**src/rtl/rom_prefetch.sv**
```systemverilog
// ============================================================================
// rom_prefetch : J1 instruction prefetch FIFO between code ROM and core fetch
// Revision     : 1.0
// ============================================================================
`default_nettype none

module rom_prefetch #(
  parameter int ADDR_WIDTH = 13,
  parameter int DATA_WIDTH = 16,
  parameter int DEPTH      = 4,
  parameter int RESET_PC   = 0
) (
  input  logic                  clock,
  input  logic                  reset,
  output logic [ADDR_WIDTH-1:0] rom_address,
  output logic                  rom_cen,
  input  logic [DATA_WIDTH-1:0] rom_q,
  input  logic                  redirect,
  input  logic [ADDR_WIDTH-1:0] redirect_pc,
  output logic                  insn_valid,
  output logic [DATA_WIDTH-1:0] insn,
  output logic [ADDR_WIDTH-1:0] insn_pc,
  input  logic                  insn_ready
);

  localparam int PTR_W = $clog2(DEPTH);
  localparam int CNT_W = $clog2(DEPTH + 1);
  localparam logic [ADDR_WIDTH-1:0] RESET_ADDR = ADDR_WIDTH'(RESET_PC);
  localparam logic [CNT_W:0]        DEPTH_OCC  = (CNT_W + 1)'(DEPTH);

  logic [ADDR_WIDTH-1:0] fetch_pc_q, fetch_pc_d;
  logic                  inflight_q, inflight_d;
  logic [ADDR_WIDTH-1:0] inflight_pc_q, inflight_pc_d;
  logic [PTR_W-1:0]      head_q, head_d;
  logic [PTR_W-1:0]      tail_q, tail_d;
  logic [CNT_W-1:0]      count_q, count_d;

  logic [DATA_WIDTH-1:0] word_mem_q [DEPTH];
  logic [ADDR_WIDTH-1:0] pc_mem_q   [DEPTH];

  logic [CNT_W:0] occupancy;
  logic           push;
  logic           pop;

  // Credit counts the in-flight read so a full FIFO can never be overrun.
  assign occupancy = {1'b0, count_q} + {{CNT_W{1'b0}}, inflight_q};

  always_comb begin
    rom_cen     = 1'b0;
    rom_address = fetch_pc_q;
    if (!reset) begin
      if (redirect) begin
        rom_cen     = 1'b1;
        rom_address = redirect_pc;
      end else begin
        rom_cen = (occupancy < DEPTH_OCC);
      end
    end
  end

  assign push       = inflight_q && !redirect;
  assign pop        = (count_q != '0) && insn_ready && !redirect;
  assign insn_valid = (count_q != '0);
  assign insn       = word_mem_q[head_q];
  assign insn_pc    = pc_mem_q[head_q];

  always_comb begin
    fetch_pc_d    = fetch_pc_q;
    inflight_d    = rom_cen;
    inflight_pc_d = inflight_pc_q;
    head_d        = head_q;
    tail_d        = tail_q;
    count_d       = count_q;

    if (rom_cen) begin
      inflight_pc_d = rom_address;
      fetch_pc_d    = rom_address + ADDR_WIDTH'(1);
    end

    if (redirect) begin
      head_d  = '0;
      tail_d  = '0;
      count_d = '0;
    end else begin
      if (pop)  head_d = head_q + PTR_W'(1);
      if (push) tail_d = tail_q + PTR_W'(1);
      case ({push, pop})
        2'b10:   count_d = count_q + CNT_W'(1);
        2'b01:   count_d = count_q - CNT_W'(1);
        default: count_d = count_q;
      endcase
    end
  end

  always_ff @(posedge clock or posedge reset) begin
    if (reset) begin
      fetch_pc_q    <= RESET_ADDR;
      inflight_q    <= 1'b0;
      inflight_pc_q <= RESET_ADDR;
      head_q        <= '0;
      tail_q        <= '0;
      count_q       <= '0;
    end else begin
      fetch_pc_q    <= fetch_pc_d;
      inflight_q    <= inflight_d;
      inflight_pc_q <= inflight_pc_d;
      head_q        <= head_d;
      tail_q        <= tail_d;
      count_q       <= count_d;
    end
  end

  // Storage needs no reset: entries are only visible while count is nonzero.
  always_ff @(posedge clock) begin
    if (push) begin
      word_mem_q[tail_q] <= rom_q;
      pc_mem_q[tail_q]   <= inflight_pc_q;
    end
  end

endmodule

`default_nettype wire

```
**config.mk**
```make
export PLATFORM = sky130hd
export DESIGN_NAME = rom_prefetch
export DESIGN_NICKNAME = d
export VERILOG_FILES = /design/src/rtl/rom_prefetch.sv
export SDC_FILE = /design/constraint.sdc
export NUM_CORES = 1
export LEC_CHECK = 0
export CAP_MARGIN = 30
export CORE_AREA = 4 4 130 107
export DETAILED_ROUTE_END_ITERATION = 16
export DIE_AREA = 0 0 134 111
export GPL_TIMING_DRIVEN = 0
export PLACE_DENSITY = 0.75
export SLEW_MARGIN = 40
export SYNTH_ARGS = -nofsm -noshare
export SYNTH_HDL_FRONTEND = slang
export SYNTH_SLANG_ARGS = --single-unit
export TNS_END_PERCENT = 50
```
**constraint.sdc**
```tcl
create_clock -name clock -period 2.1 [get_ports clock]
set_clock_uncertainty 0.15 [all_clocks]
set_input_delay 0.315 -clock clock [delete_from_list [all_inputs] [get_ports clock]]
set_output_delay 0.315 -clock clock [all_outputs]
set_load 0.005 [all_outputs]
```
# --- Yosys cells after proc, flatten, opt, wreduce, memory -nomap -nowiden ---
# Memories as Yosys holds them, arrays and structs flattened.
# Cells that the tools add are included.
# Widths: inputs -> output; s select.
word_totals:
  romBits: 0
  in_bits: 33
  elab_cells: 37
  mem_bits_rw: 116
  output_inout_bits: 44
  regBits: 34
  n_memories: 2
  latchBits: 0
mem_list:
  columns: ["memory", "words", "width", "read_ports", "rd_ports_with_merged_regs", "wr", "line", "text"]
  rows:
  - ["word_mem_q", 4, 16, 1, 0, 1, "38", "logic [DATA_WIDTH-1:0] word_mem_q [DEPTH];"]
  - ["pc_mem_q", 4, 13, 1, 0, 1, "39", "logic [ADDR_WIDTH-1:0] pc_mem_q [DEPTH];"]
op_classes:
  eq_ne: 2
  multipliers: 0
  mux: 12
  div_mod_pow: 0
  magnitude_cmp: 1
  addsub: 6
  reduce_logical: 8
  shifts: 0
  bitwise: 0
ops:
  columns: ["cell", "n"]
  rows:
  - ["$mux 13", 2]
  - ["$add 13x1->13 const B", 1]
  - ["$mux 2", 4]
  - ["$pmux 3 s2", 1]
  - ["$reduce_bool 3->1", 2]
  - ["$add 2x1->2 const B", 2]
  - ["$add 3x1->4", 1]
  - ["$lt 4x3->1 const B", 1]
  - ["$mux 1", 4]
  - ["$reduce_bool 2->1", 2]
  - ["$add 3x1->3 const B", 1]
  - ["$logic_and 1x1->1", 3]
  - ["$mux 3", 1]
  - ["$sub 3x1->3 const B", 1]
  - ["$eq 2x1->1 const B", 1]
  - ["$eq 2x2->1 const B", 1]
  - ["$logic_not 1->1", 1]

# --- Depth between registers and ports, before layout ---
logic_depth:
  depth_word: 6
  depth_mapped: 10
  ltp_nobuf: 8

# --- Worst setup path after synthesis ---
# Ideal clock, no wire load.
synth_timing:
  kind: "input to register"
  from: "input port reset"
  to: "register fetch_pc_q[6]"
  t_arrival_ps: 1901
  setup_time_ps: 95
  stages: 5
  setup_slack_ps: -47
  required_ps: 1855
  path_buffers: 2
  cell_sequence: "inv_1 -> o21ai_2 -> buf_2 -> clkbuf_1 -> o31ai_1"
synth_via:
  elab_chain_len: 2
  elab_cells_between_ends: 3
  classes_between: "1 x add/sub; 2 x mux"
synth_rtl:
  columns: ["element", "line", "text"]
  rows:
  - ["start: declaration", "14", "input logic reset,"]
  - ["$mux 13", "51", "if (!reset) begin"]
  - ["$add 13x1->13", "77", "fetch_pc_d = rom_address + ADDR_WIDTH'(1);"]
  - ["end signal: assignment", "104", "fetch_pc_q <= fetch_pc_d;"]
  - ["end: declaration", "31", "logic [ADDR_WIDTH-1:0] fetch_pc_q, fetch_pc_d;"]
# Parallel ways exist; a longest one is shown, timed or not.
# A chain may end at the register's enable or synchronous reset.

# --- Worst setup path after layout ---
layout_timing:
  from: "register head_q[0]"
  to: "output port insn_pc[1]"
layout_via:
  elab_chain_len: 1
layout_rtl:
  columns: ["element", "line", "text"]
  rows:
  - ["start: declaration", "34", "logic [PTR_W-1:0] head_q, head_d;"]
  - ["start signal: assignment", "100", "head_q <= '0;"]
  - ["start signal: assignment", "107", "head_q <= head_d;"]
  - ["$mem_v2 4x13", null, null]
  - ["end: declaration", "22", "output logic [ADDR_WIDTH-1:0] insn_pc,"]
# Every way passes these cells.

==> impl_metrics.env <==
export IMPL_violations="negative setup slack"
export IMPL_drv_cap=0
export IMPL_yosys_area_top_type_share=0.563
export IMPL_drc=0
export IMPL_finalHoldViolations=0
export IMPL_fp_dieArea_sq_mm=0.0149
export IMPL_rows=37
export IMPL_drv_slew=0
export IMPL_layout_drive_gt1_share=0.341
export IMPL_ios=77
export IMPL_met3_usage=0.0622
export IMPL_min_to="count_q[2]$_DFFE_PP0P_"
export IMPL_startpoint_type="flop"
export IMPL_worstPathArrival_ps=1820
export IMPL_fin_crit_sh=1.09
export IMPL_clkPwrFrac=0.267
export IMPL_multi_input_area_sq_mm=0.00180
export IMPL_fillerInstances=896
export IMPL_status="finished with violations"
export IMPL_synth_ff_latch_count=150
export IMPL_met2_usage=0.293
export IMPL_worst_slew_pin_slew_ps=432
export IMPL_power_sequential_fraction=0.422
export IMPL_totalWireLength_um=13200
export IMPL_drtAntennaViolNets=0
export IMPL_antennaDiodeCount=0
export IMPL_internal_power_uw=7010
export IMPL_synth_distinct_cells=51
export IMPL_finalSetupTns_ps=-3440
export IMPL_hp_class="in -> reg"
export IMPL_hold_start="redirect"
export IMPL_areaGrowthSynthToFinish_pct=31.8
export IMPL_end_kind="output port"
export IMPL_p_comb_frac=0.311
export IMPL_core_area_sq_mm=0.0126
export IMPL_clock_path_buffers=2
export IMPL_die_h_um=111
export IMPL_rr_startpoint="count_q[2]$_DFFE_PP0P_"
export IMPL_grt_usage=0.191
export IMPL_path_max_fanout=5
export IMPL_dr_first_iter_drc_count=194
export IMPL_leakage_uw=0.00304
export IMPL_reg2reg_depth=7
export IMPL_cp_data_required_time_ps=1630
export IMPL_firstDrtPassIters=4
export IMPL_cts_tree="built"
export IMPL_synth_nets=400
export IMPL_gpl_final_weighted_congestion=0.822
export IMPL_ys_flop_type="edfxtp_1"
export IMPL_via_per_inst=5.36
export IMPL_rsz0062_at_grt="yes"
export IMPL_power_net_switching_uw=2740
export IMPL_p_per_area_mw_per_mm2=1200
export IMPL_fin_crit_ps=2280
export IMPL_final_nets=531
export IMPL_port_buffers=76
export IMPL_critical_path_class="reg -> out"
export IMPL_routedWlPerCell_um=19.4
export IMPL_swShare=0.281
export IMPL_synth_area_leaders="edfxtp_1, dfrtp_1, mux4_2, nand2_1, mux2i_1"
export IMPL_start_util=0.489
export IMPL_max_freq_ghz=0.438
export IMPL_yosys_warnings=0
export IMPL_netlist_instances=361
export IMPL_cts_root_buf="clkbuf_16"
export IMPL_cts_sinks=150
export IMPL_overflow=0
export IMPL_yosysSeqAreaShare=0.701
export IMPL_hold_path_depth=3
export IMPL_grt_pass1_wl_um=21400
export IMPL_yosysMostFrequentCell="edfxtp_1"
export IMPL_syn_area_sq_mm=0.00618
export IMPL_reg2reg_to="count_q[2]$_DFFE_PP0P_"
export IMPL_holdWs_ps=112
export IMPL_seq_area_sq_mm=0.00434
export IMPL_grt_start_max_net_pins=21
export IMPL_peakVddDrop_v=0.000744
export IMPL_total_power_uw=9750
export IMPL_first_global_vias=3847
export IMPL_setup_ws_ps=-185
export IMPL_htree_levels=4
export IMPL_die_w_um=134
export IMPL_setup_violations=31
export IMPL_reg2reg_slack_ps=-40
export IMPL_place_ws_ps=-1050
export IMPL_clk_latency_ps=420
export IMPL_met1_usage=0.260
export IMPL_synth_area_per_cell_sq_um=17.1
export IMPL_async_flop_share=0.227
export IMPL_route_vias_total=3646
export IMPL_numCtsBuffers=17
export IMPL_clk_pin_slew_ps=50
export IMPL_synth_edff_count=116
export IMPL_relSlewSlack=0.711
export IMPL_antenna_found_initial=0
export IMPL_top_usage_layer="met2"
export IMPL_yosysTopAreaCell="edfxtp_1"
export IMPL_ys_top_cells_by_count="edfxtp_1, nand2_1, dfrtp_1"
export IMPL_dp_hpwl_um=8160
-- timing repair --
item | 4_1_cts | 5_1_grt
hold endpoints to repair | 34 | 0
setup buffers | 27 | 4
endpoints found under the setup margin | 71 | 53
cloned | 2 | 0
resized for setup | 181 | 26
hold buffers | 1 | 0
pin swaps | 3 | 0
-- layout make-up --
class                           instances  share of cell area
Timing Repair inverter                  1            0.000921
Clock buffer                           27              0.0580
Buffer                                 16              0.0220
Tap cell                              175              0.0269
Sequential cell                       150               0.532
Timing Repair Buffer                  111               0.129
Inverter                               13             0.00675
Clock inverter                          5             0.00322
Multi-Input combinational cell        182               0.221
-- per-layer routing --
layer,part of all wire,wire length (um)
met1,0.44,5840
met4,0.014,184
met3,0.059,783
met2,0.48,6360
met5,0,0
-- flip-flops by register name, summed over array words and instances, names as in the netlist --
signal,cells
count_q,3
fetch_pc_q,13
head_q,2
inflight_pc_q,13
inflight_q,1
pc_mem_q,52
tail_q,2
word_mem_q,64
-- cell usage in the layout, fill, tap and decap left out, types with 3 or more instances in the layout --
master and n:
inv_2 4, mux2i_1 5, inv_1 7, dfrtp_1 30, a21o_1 3, nor2b_1 3
buf_4 22, dlygate4sd2_1 9, nand3_1 6, buf_6 16, nor2_1 16, xor2_1 4
buf_12 7, dlymetal6s2s_1 3, buf_16 4, edfxtp_1 116, clkbuf_1 9, mux4_2 29
and2_2 4, xnor2_1 5, clkbuf_2 8, clkdlybuf4s50_1 31, dfrtp_2 4, o21a_1 3
o21ai_0 14, clkinvlp_4 3, mux2i_4 9, nand2_1 37, nor3_1 4, clkbuf_16 17
buf_2 22, ha_1 4, clkinv_2 3
-- power by group through the flow --
stage          clock network [uW]  logic, uW  registers (uW)
2_1_floorplan                   0       1480            4010
3_3_place_gp                    0       2540            4080
3_5_place_dp                    0       2610            4120
4_1_cts                      2640       3000            4100
5_1_grt                      2800       3290            4180
6_report                     2600       3030            4110
-- through the flow --
step / cells / cell area [sq um] / utilization
after floorplan: 361 / 6200 / -
after global placement: 612 / 7180 / 0.568
after detailed placement: 616 / 7290 / 0.577
after CTS: 678 / 8110 / 0.642
after global routing: 680 / 8150 / 0.645
final: 680 / 8150 / 0.645
-- critical path, stage by stage, from the launching register on --
cell     delay, ps
dfrtp_2        420
buf_12         140
buf_4          130
buf_12         130
mux4_2         440
buf_6          140
-- worst max-delay path by stage --
stage               cells past startpoint  slack [ps]             startpoint                          to
finish                                  5        -180  head_q[0]$_DFFE_PP0P_                  insn_pc[1]
global route                            5        -250  head_q[0]$_DFFE_PP0P_                 insn_pc[10]
CTS                                     5        -210  head_q[0]$_DFFE_PP0P_                 insn_pc[10]
detailed placement                      6       -1050                  reset   fetch_pc_q[5]$_DFFE_PP0P_
global placement                        6        -990                  reset   fetch_pc_q[7]$_DFFE_PP0P_
floorplan                               9          20                  reset  fetch_pc_q[10]$_DFFE_PP0P_
-- logic make-up after synthesis --
| kind of cell | share of synthesized area |
|---|---|
| flops | 0.701 |
| fa+ha+maj | 0.0134 |
| mux | 0.141 |
| simple gates | 0.0670 |
| xor+xnor | 0.0127 |
| compound gates | 0.0386 |
| buf+inv | 0.0267 |
Power figures use the tool's default switching activity.
